<file path="config.mk">
export PLATFORM = sky130hd
export DESIGN_NAME = max31855_spi_rx
export DESIGN_NICKNAME = d
export VERILOG_FILES = /design/src/rtl/max31855_spi_rx.sv
export SDC_FILE = /design/constraint.sdc
export NUM_CORES = 1
export LEC_CHECK = 0
export CAP_MARGIN = 30
export CORE_MARGIN = 2
export CORE_UTILIZATION = 45
export CTS_CLUSTER_SIZE = 10
export DETAILED_ROUTE_END_ITERATION = 6
export PLACE_DENSITY = 0.66
export SLEW_MARGIN = 20
export SYNTH_ARGS = -nofsm -noshare
export SYNTH_HDL_FRONTEND = slang
export SYNTH_SLANG_ARGS = --single-unit
</file>
<file path="constraint.sdc">
create_clock -name clk -period 4.85 [get_ports clk]
set_input_delay 0.7275 -clock clk [delete_from_list [all_inputs] [get_ports clk]]
set_output_delay 0.7275 -clock clk [all_outputs]
set_load 0.01 [all_outputs]
</file>
<file path="src/rtl/max31855_spi_rx.sv">
// rtl/max31855_spi_rx.sv - read-only SPI master capturing one 32-bit MAX31855 frame
// Build option: define MISO_SYNC_EN to pass miso through a 2-flop synchronizer (needs CLK_DIV >= 3).
module max31855_spi_rx #(
    parameter int CLK_DIV = 4,
    parameter int CS_IDLE = 4
) (
    input  logic        clk,
    input  logic        rst,
    input  logic        spi_ena,
    input  logic        miso,
    output logic        spi_not_busy,
    output logic [31:0] spi_rx_data,
    output logic        rx_valid,
    output logic        cs_n,
    output logic        sclk
);

    localparam logic [7:0] DIV_LOAD = 8'(CLK_DIV - 1);
    localparam logic [7:0] GAP_LOAD = 8'(CS_IDLE - 1);

    typedef enum logic [2:0] {
        IDLE  = 3'd0,
        SETUP = 3'd1,
        SHIFT = 3'd2,
        HOLD  = 3'd3,
        GAP   = 3'd4
    } state_t;

    state_t      state;
    logic [7:0]  div_cnt;
    logic [5:0]  bit_cnt;
    logic [31:0] shift_reg;
    logic        miso_s;

`ifdef MISO_SYNC_EN
    logic [1:0] miso_sync;

    // Two-flop synchronizer; the bit seen at the sample edge left the pin two cycles earlier.
    always_ff @(posedge clk) begin
        if (rst) begin
            miso_sync <= 2'b00;
        end else begin
            miso_sync <= {miso_sync[0], miso};
        end
    end

    assign miso_s = miso_sync[1];
`else
    assign miso_s = miso;
`endif

    // Frame sequencer: div_cnt holds the cycles left in the current phase minus one.
    always_ff @(posedge clk) begin
        if (rst) begin
            state        <= IDLE;
            div_cnt      <= 8'd0;
            bit_cnt      <= 6'd0;
            shift_reg    <= 32'd0;
            spi_rx_data  <= 32'd0;
            rx_valid     <= 1'b0;
            cs_n         <= 1'b1;
            sclk         <= 1'b0;
            spi_not_busy <= 1'b1;
        end else begin
            rx_valid <= 1'b0;
            case (state)
                IDLE: begin
                    if (spi_ena) begin
                        state        <= SETUP;
                        cs_n         <= 1'b0;
                        spi_not_busy <= 1'b0;
                        div_cnt      <= DIV_LOAD;
                        bit_cnt      <= 6'd0;
                    end
                end
                SETUP: begin
                    if (div_cnt == 8'd0) begin
                        state   <= SHIFT;
                        sclk    <= 1'b1;
                        div_cnt <= DIV_LOAD;
                    end else begin
                        div_cnt <= div_cnt - 8'd1;
                    end
                end
                SHIFT: begin
                    if (div_cnt != 8'd0) begin
                        div_cnt <= div_cnt - 8'd1;
                    end else if (sclk) begin
                        // Falling sclk edge: data has been stable all high phase, capture it.
                        sclk      <= 1'b0;
                        shift_reg <= {shift_reg[30:0], miso_s};
                        div_cnt   <= DIV_LOAD;
                    end else begin
                        bit_cnt <= bit_cnt + 6'd1;
                        div_cnt <= DIV_LOAD;
                        if (bit_cnt == 6'd31) begin
                            state <= HOLD;
                        end else begin
                            sclk <= 1'b1;
                        end
                    end
                end
                HOLD: begin
                    if (div_cnt == 8'd0) begin
                        state       <= GAP;
                        cs_n        <= 1'b1;
                        spi_rx_data <= shift_reg;
                        rx_valid    <= 1'b1;
                        div_cnt     <= GAP_LOAD;
                    end else begin
                        div_cnt <= div_cnt - 8'd1;
                    end
                end
                GAP: begin
                    if (div_cnt == 8'd0) begin
                        state        <= IDLE;
                        spi_not_busy <= 1'b1;
                    end else begin
                        div_cnt <= div_cnt - 8'd1;
                    end
                end
                default: begin
                    state        <= IDLE;
                    cs_n         <= 1'b1;
                    sclk         <= 1'b0;
                    spi_not_busy <= 1'b1;
                end
            endcase
        end
    end

endmodule

</file>
; After elaboration in Yosys (flattened, before gate mapping)
; Index checks and enable logic that the tools add are counted.
[classes]
bitwise = 5
eq_ne = 13
div = 0
n_shift = 0
multipliers = 0
n_addsub = 2
reduce_logical = 18
magnitude_cmp = 0
mux = 26
[ops]
columns = operator, count
row1 = $mux W8, 4
row2 = $pmux W8 S4, 1
row3 = $mux W3, 7
row4 = $mux W6, 3
row5 = $ne A2 B2 Y1 const B, 8
row6 = $pmux W3 S5, 1
row7 = $reduce_and A3 Y1, 5
row8 = $pmux W6 S2, 1
row9 = $pmux W1 S3, 3
row10 = $reduce_or A3 Y1, 3
row11 = $logic_not A8 Y1, 1
row12 = $reduce_bool A8 Y1, 1
row13 = $sub A8 B1 Y8 const B, 1
row14 = $reduce_and A7 Y1, 1
row15 = $add A6 B1 Y6 const B, 1
row16 = $eq A3 B2 Y1 const B, 2
row17 = $eq A6 B5 Y1 const B, 1
row18 = $mux W1, 6
row19 = $not A1 Y1, 5
row20 = $reduce_and A4 Y1, 1
row21 = $reduce_bool A4 Y1, 1
row22 = $reduce_or A2 Y1, 2
row23 = $eq A3 B1 Y1 const B, 1
row24 = $eq A3 B3 Y1 const B, 1
row25 = other kinds (3), 3
[totals]
reg_bits = 85
inputBits = 4
memories = 0
word_cells = 73
mem_bits_ro = 0
mem_bits_rw = 0
out_inout_bits = 36
latchBits = 0

; Logic depth before layout (Yosys ltp)
[depth]
ltp_word = 5
ltp_mapped = 9
mapped_depth_nobuf = 7

; Worst setup path before layout
; No wires, ideal clock.
[synth_timing]
path_kind = reg-to-reg
startpoint = reg div_cnt[2]
endpoint = reg bit_cnt[2]
n_path_buf = 1
path_stages_with_launch = 6
arrival_ps = 1927
t_required_ps = 4780
setup_slack_ps = 2853
synth_period_minus_slack_ps = 1997
path_cell_list = dfxtp_1 > or4_1 > buf_2 > o41a_1 > or3_1 > a21oi_1
[synth_between]
elab_chain_len = 3
[synth_rtl]
columns = item, line_no
row1 = start: declaration, 30  ; logic [7:0] div_cnt;
row2 = start signal: assignment, 82  ; div_cnt <= div_cnt - 8'd1;
row3 = start signal: assignment, 87  ; div_cnt <= div_cnt - 8'd1;
row4 = start signal: assignment, 111  ; div_cnt <= div_cnt - 8'd1;
row5 = $reduce_bool A8 Y1, 86  ; if (div_cnt != 8'd0) begin
row6 = $ne A2 B2 Y1 (no source line), --
row7 = $reduce_and A4 Y1 (no source line), --
row8 = end signal: assignment, 94  ; bit_cnt <= bit_cnt + 6'd1;
row9 = end: declaration, 31  ; logic [5:0] bit_cnt;
; No other way between the ends.
; A chain may end at the register's enable or synchronous reset.

; Worst setup path after layout
[layout_timing]
startpoint = reg div_cnt[2]
endpoint = reg shift_reg[24]
[layout_between]
elab_chain_len = 3
[layout_rtl]
columns = item, line_no
row1 = $reduce_bool A8 Y1, 86
row2 = $not A1 Y1 (no source line), --
row3 = $reduce_and A3 Y1 (no source line), --
row4 = end signal: assignment, 91  ; shift_reg <= {shift_reg[30:0], miso_s};
row5 = end: declaration, 32  ; logic [31:0] shift_reg;
; No other way between the ends.

==> results.md <==
| Step | Item | This run |
|---|---|---|
| yosys | Synthesized-area fraction occupied by xor and xnor cells | 0.02575 |
| status | Run status | finished clean |
| global route | Antenna violations before repair | 0 |
| floorplan | Die Y-Extent | 90.93 um |
| clock network | CTS H-tree depth | 3 |
| floorplan | Initial standard-cell utilization of the core | 0.4664 |
| sta | Accumulated negative setup slack | 0 ps |
| yosys | Total of flip-flops plus latches after synthesis | 85 |
| worst setup path | Critical Setup Path Class | flop to flop |
| yosys | Post-Syn Area per Cell | 8.155 sq um |
| worst setup path | Worst path max stage delay | 700 ps |
| clock network | TritonCTS clock tree | done |
| worst setup path | Startpoint Class | flop |
| yosys | Synthesized netlist net count | 424 |
| drt | DR iter-0 viols | 139 |
| yosys | Post-Syn Area | 3401 sq um |
| yosys | Instance count of the mapped netlist | 417 |
| clock network | Number of buffers on the longest clock path | 2 |
| yosys | Sequential fraction of the synthesis area | 0.5004 |
| worst setup path | Critical path, cell by cell | or4_1 > nor4_1 > nand3_2 > nand2_1 > a21oi_2 |
| placement | Placer congestion estimate | 0.8117 |
| sta | Pin slew with the least headroom to its limit | 719.0 ps |
| global route | Number of global-route vias before repair | 2667 |
| floorplan | Count of pins on the block boundary | 40 |
| clock network | Number of hold buffers added after CTS | 0 |
| worst setup path | Combined buffer and inverter count along the critical path | 0 |
| yosys | Synth Area in Adders | 0.01104 |
| worst hold path | Class of the tightest hold or removal check | flop to flop |
| placement | Hpwl dp | 4476 um |
| worst setup path | Slowest cell on the critical path | sky130_fd_sc_hd__or4_1 |
| finish | Non-filler cells in the finished layout | 548 |
| placement | Placed Area | 3835 sq um |
| finish | Synth-to-Final Area Change | 19.57% |
| drt | Remaining number of nets flagged by the antenna check after routing | 0 |
| global route | Pin count of the biggest net entering global routing | 45 |
| run | Max-cap violations | 0 |
| global route | Grt met3 use | 0.03320 |
| finish | Filler cells | 686 |
| power | P per Cell Area | 384.7 nW/um^2 |
| worst setup path | Arrival time worst endpoint | 2980 ps |
| worst setup path | Max FO, Critical Path | 32 |
| global route | Met2 track demand over resource | 0.2827 |
| floorplan | Die ar. | 8268 sq um |
| finish | Multi-input gate area in the final layout | 1544 sq um |
| yosys | Number of distinct library cells after synthesis | 42 |
| global route | Global-route wire length before repair | 12320 um |
| sta | Hold Fails Final Rpt | 0 |
| sta | Final Max Slew Viols | 0 |
| clock network | Root Buffer | sky130_fd_sc_hd__clkbuf_8 |
| power | Worst IR Drop VDD | 0.0001460 V |
| global route | Total global routing overflow | 0 |
| global route | Routing usage on met1 | 0.2419 |
| worst setup path | Cell class contributing the biggest share of worst-path delay | simple AND/OR/NAND/NOR gates |
| clock network | Number of setup buffers added after CTS | 0 |
| global route | All-Layer GR Usage | 0.1794 |
| sta | Number of endpoints failing setup at the final stage | 0 |
| sta | Portion of the clock cycle consumed by the worst path in the final layout | 0.5696 |
| power | Power consumption | 1.565 mW |
| yosys | Warnings, synthesis | 0 |
| drt | Post-DR wirelength/cell | 12.58 um |
| drt | Vias | 2751 |
| yosys | Simple-gate share of the synthesized area | 0.2498 |
| sta | Highest achievable clock rate | 0.3620 GHz |
| yosys | Multiplexer share of the synthesized area | 0.002943 |
| floorplan | Die width | 90.93 um |
| clock network | Clock transition at the registers of the reported paths | 90 ps |
| clock network | Clock latency of the later-clocked register in the worst-skew pair | 340 ps |
| drt | TritonRoute pass-1 iters | 4 |
| sta | Worst slew margin | 0.5207 |
| clock network | Count of cells resized by post-cts repair | 0 |
| finish | Register Area | 1702 sq um |
| worst setup path | Nature of the critical path endpoint | flop |
| floorplan | Placeable Area | 7292 sq um |
| worst setup path | Critical path data required time | 5060 ps |
| global route | GRT Max-Usage Layer | met2 |
| placement | Number of buffers added on ports | 39 |
| finish | Layout cells sized above 1 | 0.1047 |
| clock network | Clock sink count | 85 |
| clock network | Num CTS Buffers | 9 |
| finish | Net total in the final layout | 451 |
| drt | DRT Wirelength | 6892 um |
| sta | Unrepaired setup endpoints after global routing | false |
| power | P_leak | 1.312 nW |
| yosys | Compound-cell area share of the yosys netlist | 0.1630 |
| floorplan | Std cell rows | 31 |
| drt | Avg Vias per Cell | 5.020 |
| sta | Final critical delay including setup and external delays | 2763 ps |
| drt | DRC errors left | 0 |
| placement | Inst Count DP | 532 |
| sta | Worst clock skew | 5.893 ps |
| yosys | Main combinational cell family by area after synthesis | simple AND/OR/NAND/NOR gates |
| finish | Antenna diode instance count | 0 |
| finish | Final std cell area, no fill | 4066 sq um |
==> cell usage after synthesis (all sizes together) <==
library cell | n | share of area
o21ai | 6 | 0.0088
nand3 | 3 | 0.0044
or3 | 1 | 0.0018
nor4 | 3 | 0.0055
nand4 | 2 | 0.0037
nor2b | 1 | 0.0018
ha | 3 | 0.011
o2111ai | 1 | 0.0026
nand4b | 1 | 0.0026
buf | 13 | 0.027
or2 | 1 | 0.0018
dfxtp | 85 | 0.50
inv | 4 | 0.0044
nor2 | 25 | 0.028
nand2 | 137 | 0.15
a211oi | 2 | 0.0044
o31ai | 1 | 0.0022
o21bai | 2 | 0.0044
a21oi | 72 | 0.13
mux2i | 1 | 0.0029
xnor2 | 4 | 0.010
nor3b | 1 | 0.0022
a31oi | 1 | 0.0018
and4 | 1 | 0.0026
and2 | 1 | 0.0018
clkbuf | 14 | 0.015
nand2b | 5 | 0.0092
a21o | 1 | 0.0022
xor2 | 6 | 0.015
and3b | 1 | 0.0026
nor4b | 1 | 0.0026
o41a | 1 | 0.0033
nor3 | 13 | 0.024
or4 | 2 | 0.0044
o311a | 1 | 0.0029
==> cell families after synthesis <==
group	after synthesis
and+or+nand+nor	199
AOI/OAI and AO/OA	88
DFF	85
buffers and inverters	31
xor gates and xnor gates	10
adders and majority gates	3
muxes	1
==> stage by stage <==
step | setup slack (ps) | hold slack (ps) | utilization
2_1_floorplan | 2853 | 436.6 | -
3_3_place_gp | 1859 | 438.2 | 0.5173
3_5_place_dp | 2121 | 443.4 | 0.5259
4_1_cts | 2080 | 455.4 | 0.5577
5_1_grt | 1850 | 474.5 | 0.5577
6_report | 2087 | 453.7 | 0.5577
==> worst paths after layout <==
check                                    start                            to  slack, ps  cells after the start
setup reg to reg       div_cnt[2]$_SDFFE_PP0P_    shift_reg[24]$_SDFFE_PP0P_       2090                      5
hold / removal    spi_rx_data[26]$_SDFFE_PP0P_  spi_rx_data[26]$_SDFFE_PP0P_        450                      2
setup / recovery       div_cnt[2]$_SDFFE_PP0P_    shift_reg[24]$_SDFFE_PP0P_       2090                      5
hold reg to reg   spi_rx_data[26]$_SDFFE_PP0P_  spi_rx_data[26]$_SDFFE_PP0P_        450                      2
==> worst reg2reg max path, stage by stage, from the launching register on <==
cell and delay (ps):
sky130_fd_sc_hd__dfxtp_1 360, sky130_fd_sc_hd__or4_1 700, sky130_fd_sc_hd__nor4_1 580, sky130_fd_sc_hd__nand3_2 610, sky130_fd_sc_hd__nand2_1 310, sky130_fd_sc_hd__a21oi_2 80
==> cell type report <==
| class | count | area share |
|---|---|---|
| Inverter | 4 | 0.003692 |
| Clock inverter | 6 | 0.02308 |
| Timing Repair Buffer | 43 | 0.1108 |
| Clock buffer | 10 | 0.03385 |
| Tap cell | 99 | 0.03046 |
| Sequential cell | 85 | 0.4185 |
| Multi-Input combinational cell | 301 | 0.3797 |
==> placed cells by master (no fill, tap or decap), types with 3 or more instances in the layout <==
master                            Yosys  layout
sky130_fd_sc_hd__nand2_1            137     137
sky130_fd_sc_hd__dfxtp_1             85      85
sky130_fd_sc_hd__a21oi_1             50      50
sky130_fd_sc_hd__clkdlybuf4s50_1      0      38
sky130_fd_sc_hd__nor2_1              25      25
sky130_fd_sc_hd__a21oi_2             22      22
sky130_fd_sc_hd__nor3_1              11      11
sky130_fd_sc_hd__clkbuf_8             0      10
sky130_fd_sc_hd__xor2_1               6       6
sky130_fd_sc_hd__nand2b_1             5       5
sky130_fd_sc_hd__o21ai_0              5       5
sky130_fd_sc_hd__inv_1                4       4
sky130_fd_sc_hd__xnor2_1              4       4
sky130_fd_sc_hd__nor4_1               3       3
sky130_fd_sc_hd__ha_1                 3       3
==> per-layer routing <==
layer	share of wire	up-vias	wire [um]
met2	0.44	52	3066
met5	0	-	0
met3	0.045	10	312
met4	0.017	0	119
met1	0.49	1263	3394
li1	-	1426	-
==> power breakdown <==
part,switching (mW),leakage [nW],internal (mW)
sequential,0.0408,0.687,0.725
clock,0.261,0.113,0.309
combinational,0.141,0.512,0.0878
total,0.443,1.31,1.12
No activity file was read; power rests on OpenSTA's default activity.
